**src/rtl/tmr_pkg.sv**
```systemverilog
// Shared constants for the 8-bit timer counting core: bus register map,
// count-source codes, TCSR bit positions and register reset values.
package tmr_pkg;

   // CPU register map
   localparam logic [1:0] ADDR_TCNT  = 2'd0;
   localparam logic [1:0] ADDR_TCORA = 2'd1;
   localparam logic [1:0] ADDR_TCORB = 2'd2;
   localparam logic [1:0] ADDR_TCSR  = 2'd3;

   // CKS2..0 count-source codes
   localparam logic [2:0] CKS_STOP     = 3'b000;
   localparam logic [2:0] CKS_DIV_A    = 3'b001;
   localparam logic [2:0] CKS_DIV_B    = 3'b010;
   localparam logic [2:0] CKS_DIV_C    = 3'b011;
   localparam logic [2:0] CKS_CASCADE  = 3'b100;
   localparam logic [2:0] CKS_EXT_RISE = 3'b101;
   localparam logic [2:0] CKS_EXT_FALL = 3'b110;
   localparam logic [2:0] CKS_EXT_BOTH = 3'b111;

   // TCSR flag bit positions
   localparam int TCSR_CMFB = 7;
   localparam int TCSR_CMFA = 6;
   localparam int TCSR_OVF  = 5;

   // Register reset values
   localparam logic [7:0] TCNT_RST = 8'h00;
   localparam logic [7:0] TCOR_RST = 8'hFF;
   localparam logic [7:0] TCSR_RST = 8'h00;

   // External clock edge selection, encoded to match CKS[1:0] of codes 1xx
   typedef enum logic [1:0] {
      EDGE_NONE = 2'b00,
      EDGE_RISE = 2'b01,
      EDGE_FALL = 2'b10,
      EDGE_BOTH = 2'b11
   } edge_mode_e;

endpackage

```
**src/rtl/tmr_edge_sync.sv**
```systemverilog
// External clock pin conditioning: 2-flop synchronizer, previous-value flop
// and rise/fall/both edge selection. Produces a 1-cycle tick per selected edge.
import tmr_pkg::*;

module tmr_edge_sync (
   input  logic       clk,
   input  logic       rst,
   input  logic       tmci,
   input  edge_mode_e edge_mode,
   output logic       ext_tick
);

   logic sync_1;
   logic sync_2;
   logic prev;
   logic rise;
   logic fall;

   // Bring tmci into the clk domain and keep one sample of history
   always_ff @(posedge clk or posedge rst) begin
      if (rst) begin
         sync_1 <= 1'b0;
         sync_2 <= 1'b0;
         prev   <= 1'b0;
      end else begin
         sync_1 <= tmci;
         sync_2 <= sync_1;
         prev   <= sync_2;
      end
   end

   // Edge detect and select which edges count
   always_comb begin
      rise     = sync_2 & ~prev;
      fall     = ~sync_2 & prev;
      ext_tick = 1'b0;
      case (edge_mode)
         EDGE_RISE: ext_tick = rise;
         EDGE_FALL: ext_tick = fall;
         EDGE_BOTH: ext_tick = rise | fall;
         default:   ext_tick = 1'b0;
      endcase
   end

endmodule

```
**src/rtl/tmr_count_unit.sv**
```systemverilog
// Single-channel 8-bit timer counting core: prescaler, count-source select,
// TCNT/TCORA/TCORB/TCSR, compare-match and overflow pulses.
// Build option: TMR_EXT_CLK_EN enables the tmci synchronizer and the
// external-edge count sources (CKS 101/110/111); otherwise those codes stop.
import tmr_pkg::*;

module tmr_count_unit #(
   parameter int BIT_WIDTH            = 8,
   parameter int CLK_SELECT_BIT_WIDTH = 5,
   parameter int PRESCALE_WIDTH       = 12
) (
   input  logic                            clk,
   input  logic                            rst,
   input  logic [CLK_SELECT_BIT_WIDTH-1:0] clock_select,
   input  logic                            counter_clear,
   input  logic                            tmci,
   input  logic                            cascade_tick,
   input  logic                            bus_wr,
   input  logic                            bus_rd,
   input  logic [1:0]                      bus_addr,
   input  logic [BIT_WIDTH-1:0]            bus_wdata,
   output logic [BIT_WIDTH-1:0]            bus_rdata,
   output logic [BIT_WIDTH-1:0]            tcsr,
   output logic                            compare_match_a,
   output logic                            compare_match_b,
   output logic                            overflow
);

   logic [2:0]                cks;
   logic [1:0]                icks;
   logic [PRESCALE_WIDTH-1:0] prescaler;
   logic [PRESCALE_WIDTH-1:0] div_mask;
   logic                      div_sel;
   logic                      tick;
   logic                      ext_tick;

   logic [BIT_WIDTH-1:0]      tcnt;
   logic [BIT_WIDTH-1:0]      tcnt_next;
   logic [BIT_WIDTH-1:0]      tcora;
   logic [BIT_WIDTH-1:0]      tcorb;
   logic [4:0]                tcsr_ctrl;
   logic                      clear_pending;
   logic                      clear_pending_next;
   logic                      tcnt_updated;
   logic                      overflow_next;

   // flags/arms ordered {CMFB, CMFA, OVF} to line up with TCSR[7:5]
   logic [2:0]                flags;
   logic [2:0]                flag_arm;
   logic [2:0]                flag_set;

   logic                      wr_tcnt;
   logic                      wr_tcora;
   logic                      wr_tcorb;
   logic                      wr_tcsr;
   logic                      rd_tcsr;

   assign cks  = clock_select[CLK_SELECT_BIT_WIDTH-1 -: 3];
   assign icks = clock_select[1:0];

   assign wr_tcnt  = bus_wr && (bus_addr == ADDR_TCNT);
   assign wr_tcora = bus_wr && (bus_addr == ADDR_TCORA);
   assign wr_tcorb = bus_wr && (bus_addr == ADDR_TCORB);
   assign wr_tcsr  = bus_wr && (bus_addr == ADDR_TCSR);
   assign rd_tcsr  = bus_rd && (bus_addr == ADDR_TCSR);

`ifdef TMR_EXT_CLK_EN
   edge_mode_e edge_mode;
   assign edge_mode = cks[2] ? edge_mode_e'(cks[1:0]) : EDGE_NONE;

   tmr_edge_sync u_edge_sync (
      .clk       (clk),
      .rst       (rst),
      .tmci      (tmci),
      .edge_mode (edge_mode),
      .ext_tick  (ext_tick)
   );
`else
   // tmci is kept on the port but has no function in this build
   logic unused_tmci;
   assign unused_tmci = tmci;
   assign ext_tick    = 1'b0;
`endif

   // Free-running prescaler
   always_ff @(posedge clk or posedge rst) begin
      if (rst) prescaler <= '0;
      else     prescaler <= prescaler + PRESCALE_WIDTH'(1);
   end

   // Select the count source; internal ticks fire when the low N prescaler bits are all ones
   always_comb begin
      div_mask = '0;
      div_sel  = 1'b0;
      tick     = 1'b0;
      case (cks)
         CKS_DIV_A: begin
            div_mask = ~({PRESCALE_WIDTH{1'b1}} << (1 + int'(icks)));
            div_sel  = 1'b1;
         end
         CKS_DIV_B: begin
            div_mask = ~({PRESCALE_WIDTH{1'b1}} << (5 + int'(icks)));
            div_sel  = 1'b1;
         end
         CKS_DIV_C: begin
            div_mask = ~({PRESCALE_WIDTH{1'b1}} << (9 + int'(icks)));
            div_sel  = 1'b1;
         end
         CKS_CASCADE:  tick = cascade_tick;
         CKS_EXT_RISE,
         CKS_EXT_FALL,
         CKS_EXT_BOTH: tick = ext_tick;
         default:      tick = 1'b0;
      endcase
      if (div_sel) tick = ((prescaler & div_mask) == div_mask);
   end

   // Next TCNT: CPU write first, then a tick that either clears or increments
   always_comb begin
      tcnt_next          = tcnt;
      clear_pending_next = clear_pending;
      tcnt_updated       = 1'b0;
      overflow_next      = 1'b0;
      if (wr_tcnt) begin
         tcnt_next          = bus_wdata;
         clear_pending_next = 1'b0;
         tcnt_updated       = 1'b1;
      end else if (tick) begin
         tcnt_updated = 1'b1;
         if (clear_pending) begin
            tcnt_next          = '0;
            clear_pending_next = 1'b0;
         end else begin
            tcnt_next     = tcnt + BIT_WIDTH'(1);
            overflow_next = (tcnt == {BIT_WIDTH{1'b1}});
         end
      end
      // a clear request seen this cycle stays pending for the following tick
      if (counter_clear) clear_pending_next = 1'b1;
   end

   // Counter, pending clear and registered event pulses
   always_ff @(posedge clk or posedge rst) begin
      if (rst) begin
         tcnt            <= BIT_WIDTH'(TCNT_RST);
         clear_pending   <= 1'b0;
         compare_match_a <= 1'b0;
         compare_match_b <= 1'b0;
         overflow        <= 1'b0;
      end else begin
         tcnt            <= tcnt_next;
         clear_pending   <= clear_pending_next;
         compare_match_a <= tcnt_updated && (tcnt_next == tcora);
         compare_match_b <= tcnt_updated && (tcnt_next == tcorb);
         overflow        <= overflow_next;
      end
   end

   // Compare registers and TCSR control bits
   always_ff @(posedge clk or posedge rst) begin
      if (rst) begin
         tcora     <= BIT_WIDTH'(TCOR_RST);
         tcorb     <= BIT_WIDTH'(TCOR_RST);
         tcsr_ctrl <= TCSR_RST[4:0];
      end else begin
         if (wr_tcora) tcora     <= bus_wdata;
         if (wr_tcorb) tcorb     <= bus_wdata;
         if (wr_tcsr)  tcsr_ctrl <= bus_wdata[4:0];
      end
   end

   assign flag_set = {compare_match_b, compare_match_a, overflow};

   // Status flags: set wins over clear; clear needs a prior read of the flag as 1
   always_ff @(posedge clk or posedge rst) begin
      if (rst) begin
         flags    <= TCSR_RST[7:5];
         flag_arm <= 3'b000;
      end else begin
         for (int i = 0; i < 3; i++) begin
            if (flag_set[i]) begin
               flags[i]    <= 1'b1;
               flag_arm[i] <= 1'b0;
            end else if (wr_tcsr && !bus_wdata[TCSR_OVF + i] && flag_arm[i]) begin
               flags[i]    <= 1'b0;
               flag_arm[i] <= 1'b0;
            end else if (rd_tcsr && flags[i]) begin
               flag_arm[i] <= 1'b1;
            end
         end
      end
   end

   assign tcsr = {flags, tcsr_ctrl};

   // Same-cycle read mux
   always_comb begin
      bus_rdata = tcnt;
      case (bus_addr)
         ADDR_TCNT:  bus_rdata = tcnt;
         ADDR_TCORA: bus_rdata = tcora;
         ADDR_TCORB: bus_rdata = tcorb;
         ADDR_TCSR:  bus_rdata = tcsr;
         default:    bus_rdata = tcnt;
      endcase
   end

endmodule
```
**config.mk**
```make
export PLATFORM = sky130hd
export DESIGN_NAME = tmr_count_unit
export DESIGN_NICKNAME = d
export VERILOG_FILES = /design/src/rtl/tmr_pkg.sv /design/src/rtl/tmr_edge_sync.sv /design/src/rtl/tmr_count_unit.sv
export SDC_FILE = /design/constraint.sdc
export NUM_CORES = 1
export LEC_CHECK = 0
export CAP_MARGIN = 20
export CORE_ASPECT_RATIO = 0.6
export CORE_MARGIN = 2
export CORE_UTILIZATION = 60
export CTS_BUF_LIST = sky130_fd_sc_hd__clkbuf_16
export DETAILED_ROUTE_END_ITERATION = 8
export GPL_TIMING_DRIVEN = 0
export PLACE_DENSITY_LB_ADDON = 0.2
export SLEW_MARGIN = 40
export SYNTH_ARGS = -nofsm -noshare
export SYNTH_HDL_FRONTEND = slang
export SYNTH_SLANG_ARGS = --single-unit
```
**constraint.sdc**
```tcl
create_clock -name clk -period 4.48 [get_ports clk]
set_input_delay 0.896 -clock clk [delete_from_list [all_inputs] [get_ports clk]]
set_output_delay 0.896 -clock clk [all_outputs]
set_load 0.02 [all_outputs]
```
# Word-level counts from Yosys, hierarchy flattened
# Index checks and enable logic that the tools add are counted.
# totals
ff_bits	51
inputBits	22
out_inout_bits	19
wordCells	97
# op_classes
n_addsub	5
eq_ne	11
shifts	3
muxes	31
bitwise_logic	4
n_reduce_logical	28
# ops
op	n
$not 12->12	3
$pmux 12 s3	1
$pmux 8 s4	1
$mux 1	26
$mux 8	3
$eq 8x8->1	2
$logic_and 1x1->1	16
$add 12x1->12 const B	1
$and 12x12->12	1
$eq 12x12->1	1
$reduce_bool 3->1	4
$shl 12x3->12 const A	1
$shl 12x4->12 const A	1
$shl 12x5->12 const A	1
$add 8x1->8 const B	1
$eq 8x8->1 const B	1
$eq 3x2->1 const B	2
$reduce_bool 2->1	3
$add 4x2->5 const A	1
$add 3x2->4 const A	1
$eq 2x2->1 const B	2
$add 1x2->3 const A	1
$eq 3x1->1 const B	1
$eq 3x3->1 const B	1
other kinds (4)	6

# Depth between registers and ports, before layout
# logic_depth
depth_word	11
ltp_mapped	12

# Least setup slack after synthesis
# No wires, ideal clock.
# synth_path
path_type	in2reg
from	input clock_select[0]
to	register compare_match_a
setup_time_ps	96
arrival_ps	3198
path_slack_ps	1187
stages	11
n_path_buf	1
path_cell_list	ha_1 buf_2 nor3_1 o32a_1 o41ai_1 nor4_2 o22ai_1 a221oi_2 mux2i_1 nand4_1 nor4_2
# synth_between
elab_chain_len	11
word_cells_on_any_way	19
# synth_rtl
element	line	source
start: declaration	tmr_count_unit.sv:14	input logic [CLK_SELECT_BIT_WIDTH-1:0] clock_select,
$add 4x2->5, or another cell as far along	tmr_count_unit.sv:106	div_mask = ~({PRESCALE_WIDTH{1'b1}} << (9 + int'(icks)));
$shl 12x5->12, or another cell as far along	tmr_count_unit.sv:106	
$not 12->12 (on tied branches)	tmr_count_unit.sv:106, tmr_count_unit.sv:98, tmr_count_unit.sv:102	
$pmux 12 s3 *	tmr_count_unit.sv:96	case (cks)
$and 12x12->12	tmr_count_unit.sv:115	if (div_sel) tick = ((prescaler & div_mask) == div_mask);
$eq 12x12->1 *	tmr_count_unit.sv:115	
$mux 1 *	tmr_count_unit.sv:115	
$mux 8	tmr_count_unit.sv:128	end else if (tick) begin
$mux 8	tmr_count_unit.sv:124	if (wr_tcnt) begin
$eq 8x8->1	tmr_count_unit.sv:153	compare_match_a <= tcnt_updated && (tcnt_next == tcora);
$logic_and 1x1->1 *	tmr_count_unit.sv:153	
end signal: assignment	tmr_count_unit.sv:153	
end: declaration	tmr_count_unit.sv:24	output logic compare_match_a,
# Every way passes the cells marked *; elsewhere a longest branch is shown, timed or not.
# A chain may end at the register's enable or synchronous reset.

# Final worst setup path
# layout_path
from	input bus_addr[1]
to	output bus_rdata[0]
# layout_between
elab_chain_len	2
word_cells_on_any_way	5
# layout_rtl
element	line	source
start: declaration	tmr_count_unit.sv:20	input logic [1:0] bus_addr,
$eq 2x2->1, or another cell as far along	tmr_count_unit.sv:199	case (bus_addr)
$pmux 8 s4 *	tmr_count_unit.sv:199	
end: declaration	tmr_count_unit.sv:22	output logic [BIT_WIDTH-1:0] bus_rdata,
# Marks and branches as above.

==> flow_summary.yaml <==
cts:
  cts.htree.levels: 2
  clk_transition_reported_paths_ps: 70
  clk-insertion-delay-late_ps: 290
  clock_path_buffers: 2
  cts.repair_timing.setup_buffer_count: 0
  clock_sinks: 51
  numCtsBuffers: 5
  cts-resized-gates: 0
  clock_tree.root_cell: "clkbuf_16"
  clock_tree_from_tritoncts: "built"
  cts.hold.buffers_added: 0
setup_path:
  crit_required_ps: 3580
  critical_path.endpoint_type: "primary output"
  worstPathArrival_ps: 3110
  crit_path_start_kind: "input port"
  worst-path-max-fanout: 10
  timing.setup.critical_path_class: "in -> out"
die:
  chipWidth_um: 99.7
  floorplan.initialDensity_pct: 63.6
  core_region_area_um2: 5180
  number_of_i_o_pins: 41
  die_area_um2: 6120
  die_height_um: 61.4
  rows: 20
synthesis:
  synth_top_cell_by_area: "dfrtp_1"
  syn-num-nets: 356
  synth.cell_area_um2: 3300
  synth-edff-count: 0
  synth-async-reset-ratio_pct: 100
  yosys.cell_types.count: 67
  syn_area_per_cell_um2: 10.1
  ys_dominant_reg_cell: "dfrtp_1"
  synth_top_area_share_pct: 26.6
  synthCells: 328
  postSynthRegisterBits: 51
  ys.warnings.count: 0
  yosys-top-cells-area: "dfrtp_1, dfstp_2, mux4_2, mux2_2, xnor2_1"
  synth_seq_area_share_pct: 39.3
global_route:
  grt_start_max_net_pins: 46
  grt_util_all_layers_pct: 31.6
  grt_antenna_before_repair: 0
  grt_use_met1_pct: 47.7
  grt_util_met2_pct: 43.5
  vias_in_the_first_global_route: 2692
  use_met3_pct: 9.65
  globalRoute.totalOverflow: 0
  busiest_layer: "met1"
  grt_first_pass_wirelength_mm: 14.4
layout:
  most_common_library_cell_in_the_layout_ignoring_fill_and_taps: "clkdlybuf4s50_1"
  layout.cells.most_common_list: "clkdlybuf4s50_1, dfrtp_1, nand2_1, nor2_1, o21ai_0"
  areaGrowthSynthToFinish_pct: 19.5
  combined_area_of_the_multi_input_logic_cells_um2: 1850
  number_of_fill_cells: 345
  instances_no_fill: 441
  ff_latch_area_um2: 1300
  n_antenna_cell: 0
  layout-drive-gt1-share_pct: 20.3
  finish.instance_area_um2: 3940
  final_net_count: 402
power_and_ir_drop:
  design_power_total_uw: 1470
  static-leakage-power_uw: 0.00157
  powerDensity_nw_per_um2: 372
  vdd_ir_drop_max_mv: 0.220
route:
  firstDrtPassIters: 5
  postRouteWirelength_mm: 8.90
  routed_wire_length_per_instance_um: 20.2
  drc: 0
  drt_iter0_markers: 361
  vias: 2897
  drt-vias-per-instance: 6.57
  ant_nets: 0
sta:
  totalNegativeSetupSlack_ps: 0
  rsz_0062_raised_after_global_routing: "false"
  fmax_mhz: 250
  fin_crit_sh_pct: 89.4
  timing.hold.ws_ps: 461
  count_of_pins_over_their_slew_limit: 0
  final_hold_vios: 0
  final-setup-viol-count: 0
  max_slew.worst_pin.slew_ps: 728
  timing.max_slew.rel_slack_pct: 50.9
  timing.final.crit_period_ps: 4000
  finalClockSkew_ps: 6.00
placed_design:
  port_buffers: 38
  post-place-cells: 433
  post-dp-hpwl_mm: 6.55
  routabilityCongestion: 0.986
  detailed_place.area_um2: 3780
run_status:
  outcome: "complete, no violations"
run:
  drv_cap: 0
worst_hold_path:
  class_of_the_worst_hold_path: "reg -> reg"
==> synthesized netlist by cell type (all sizes together), types with 4 or more instances <==
cell and count:
mux2 14, xnor2 13, a21oi 16, nor4 5
nand3 11, nor2 23, inv 14, a31oi 4
mux4 8, nor3b 6, nor2b 5, o21ai 22
buf 7, ha 6, nand2b 4, xor2 6
clkbuf 9, mux2i 4, dfstp 16, nand3b 10
nand4 4, nor3 8, dfrtp 35, and3 6
nand2 22
==> per-stage QoR <==
| stage | setup WS (ps) | util, % |
|---|---|---|
| global placement | 141 | 72.6 |
| CTS | 322 | 75.9 |
| detailed placement | 69.7 | 73.0 |
| floorplan | 1190 | - |
| finish | 477 | 76.1 |
| global route | 327 | 76.1 |
==> registers in the layout, summed over array words and instances, names as in the netlist <==
name / cells
overflow: 1
compare_match_a: 1
clear_pending: 1
tcnt: 8
flag_arm: 3
compare_match_b: 1
tcora: 8
tcorb: 8
prescaler: 12
tcsr_ctrl: 5
flags: 3
==> layer usage <==
layer	vias up	part of all wire, %
li1	1318	-
met1	1389	46
met2	168	41
met3	22	12
met4	0	2.0
met5	-	0
==> cell type report <==
cell class | count | share of cell area [%]
tap | 66 | 2.10
buffer | 16 | 2.79
multi-input combinational | 247 | 46.9
timing repair buffer | 39 | 10.2
inverter | 14 | 1.40
clock buffer | 5 | 3.17
sequential | 51 | 32.9
clock inverter | 3 | 0.603
==> cell families (layout without fill, tap and decap cells) <==
kind of cell    after synthesis  after routing  synth area share, %
buf+inv                      30             77                 4.90
simple gates                116            116                 19.5
fa+ha+maj                     6              6                 2.28
mux                          26             26                 11.5
compound gates               80             80                 17.5
xor+xnor                     19             19                 5.05
flops                        51             51                 39.3
==> path summary, 6_finish.rpt <==
kind | start | to | slack [ps] | cells after the start
min in group asynchronous | rst | prescaler[1] | 820 | 2
worst min-delay path | compare_match_b | flag_arm[2] | 460 | 1
worst max register to register | prescaler[6] | compare_match_a | 1490 | 10
worst min register to register | compare_match_b | flag_arm[2] | 460 | 1
max in group asynchronous | rst | tcora[7] | 3150 | 3
worst max-delay path | bus_addr[1] | bus_rdata[0] | 480 | 4
==> worst max-delay path, cell delays in order <==
cell and delay (ps):
clkdlybuf4s50_1 550, buf_1 540, mux4_2 580, clkdlybuf4s50_1 550
==> power by group <==
| part | internal, uW | leakage [uW] | switching (uW) |
|---|---|---|---|
| registers | 545 | 0.000608 | 87.2 |
| logic | 226 | 0.000890 | 224 |
| clock network | 210 | 0.0000717 | 174 |
(Power assumes the default switching activity.)
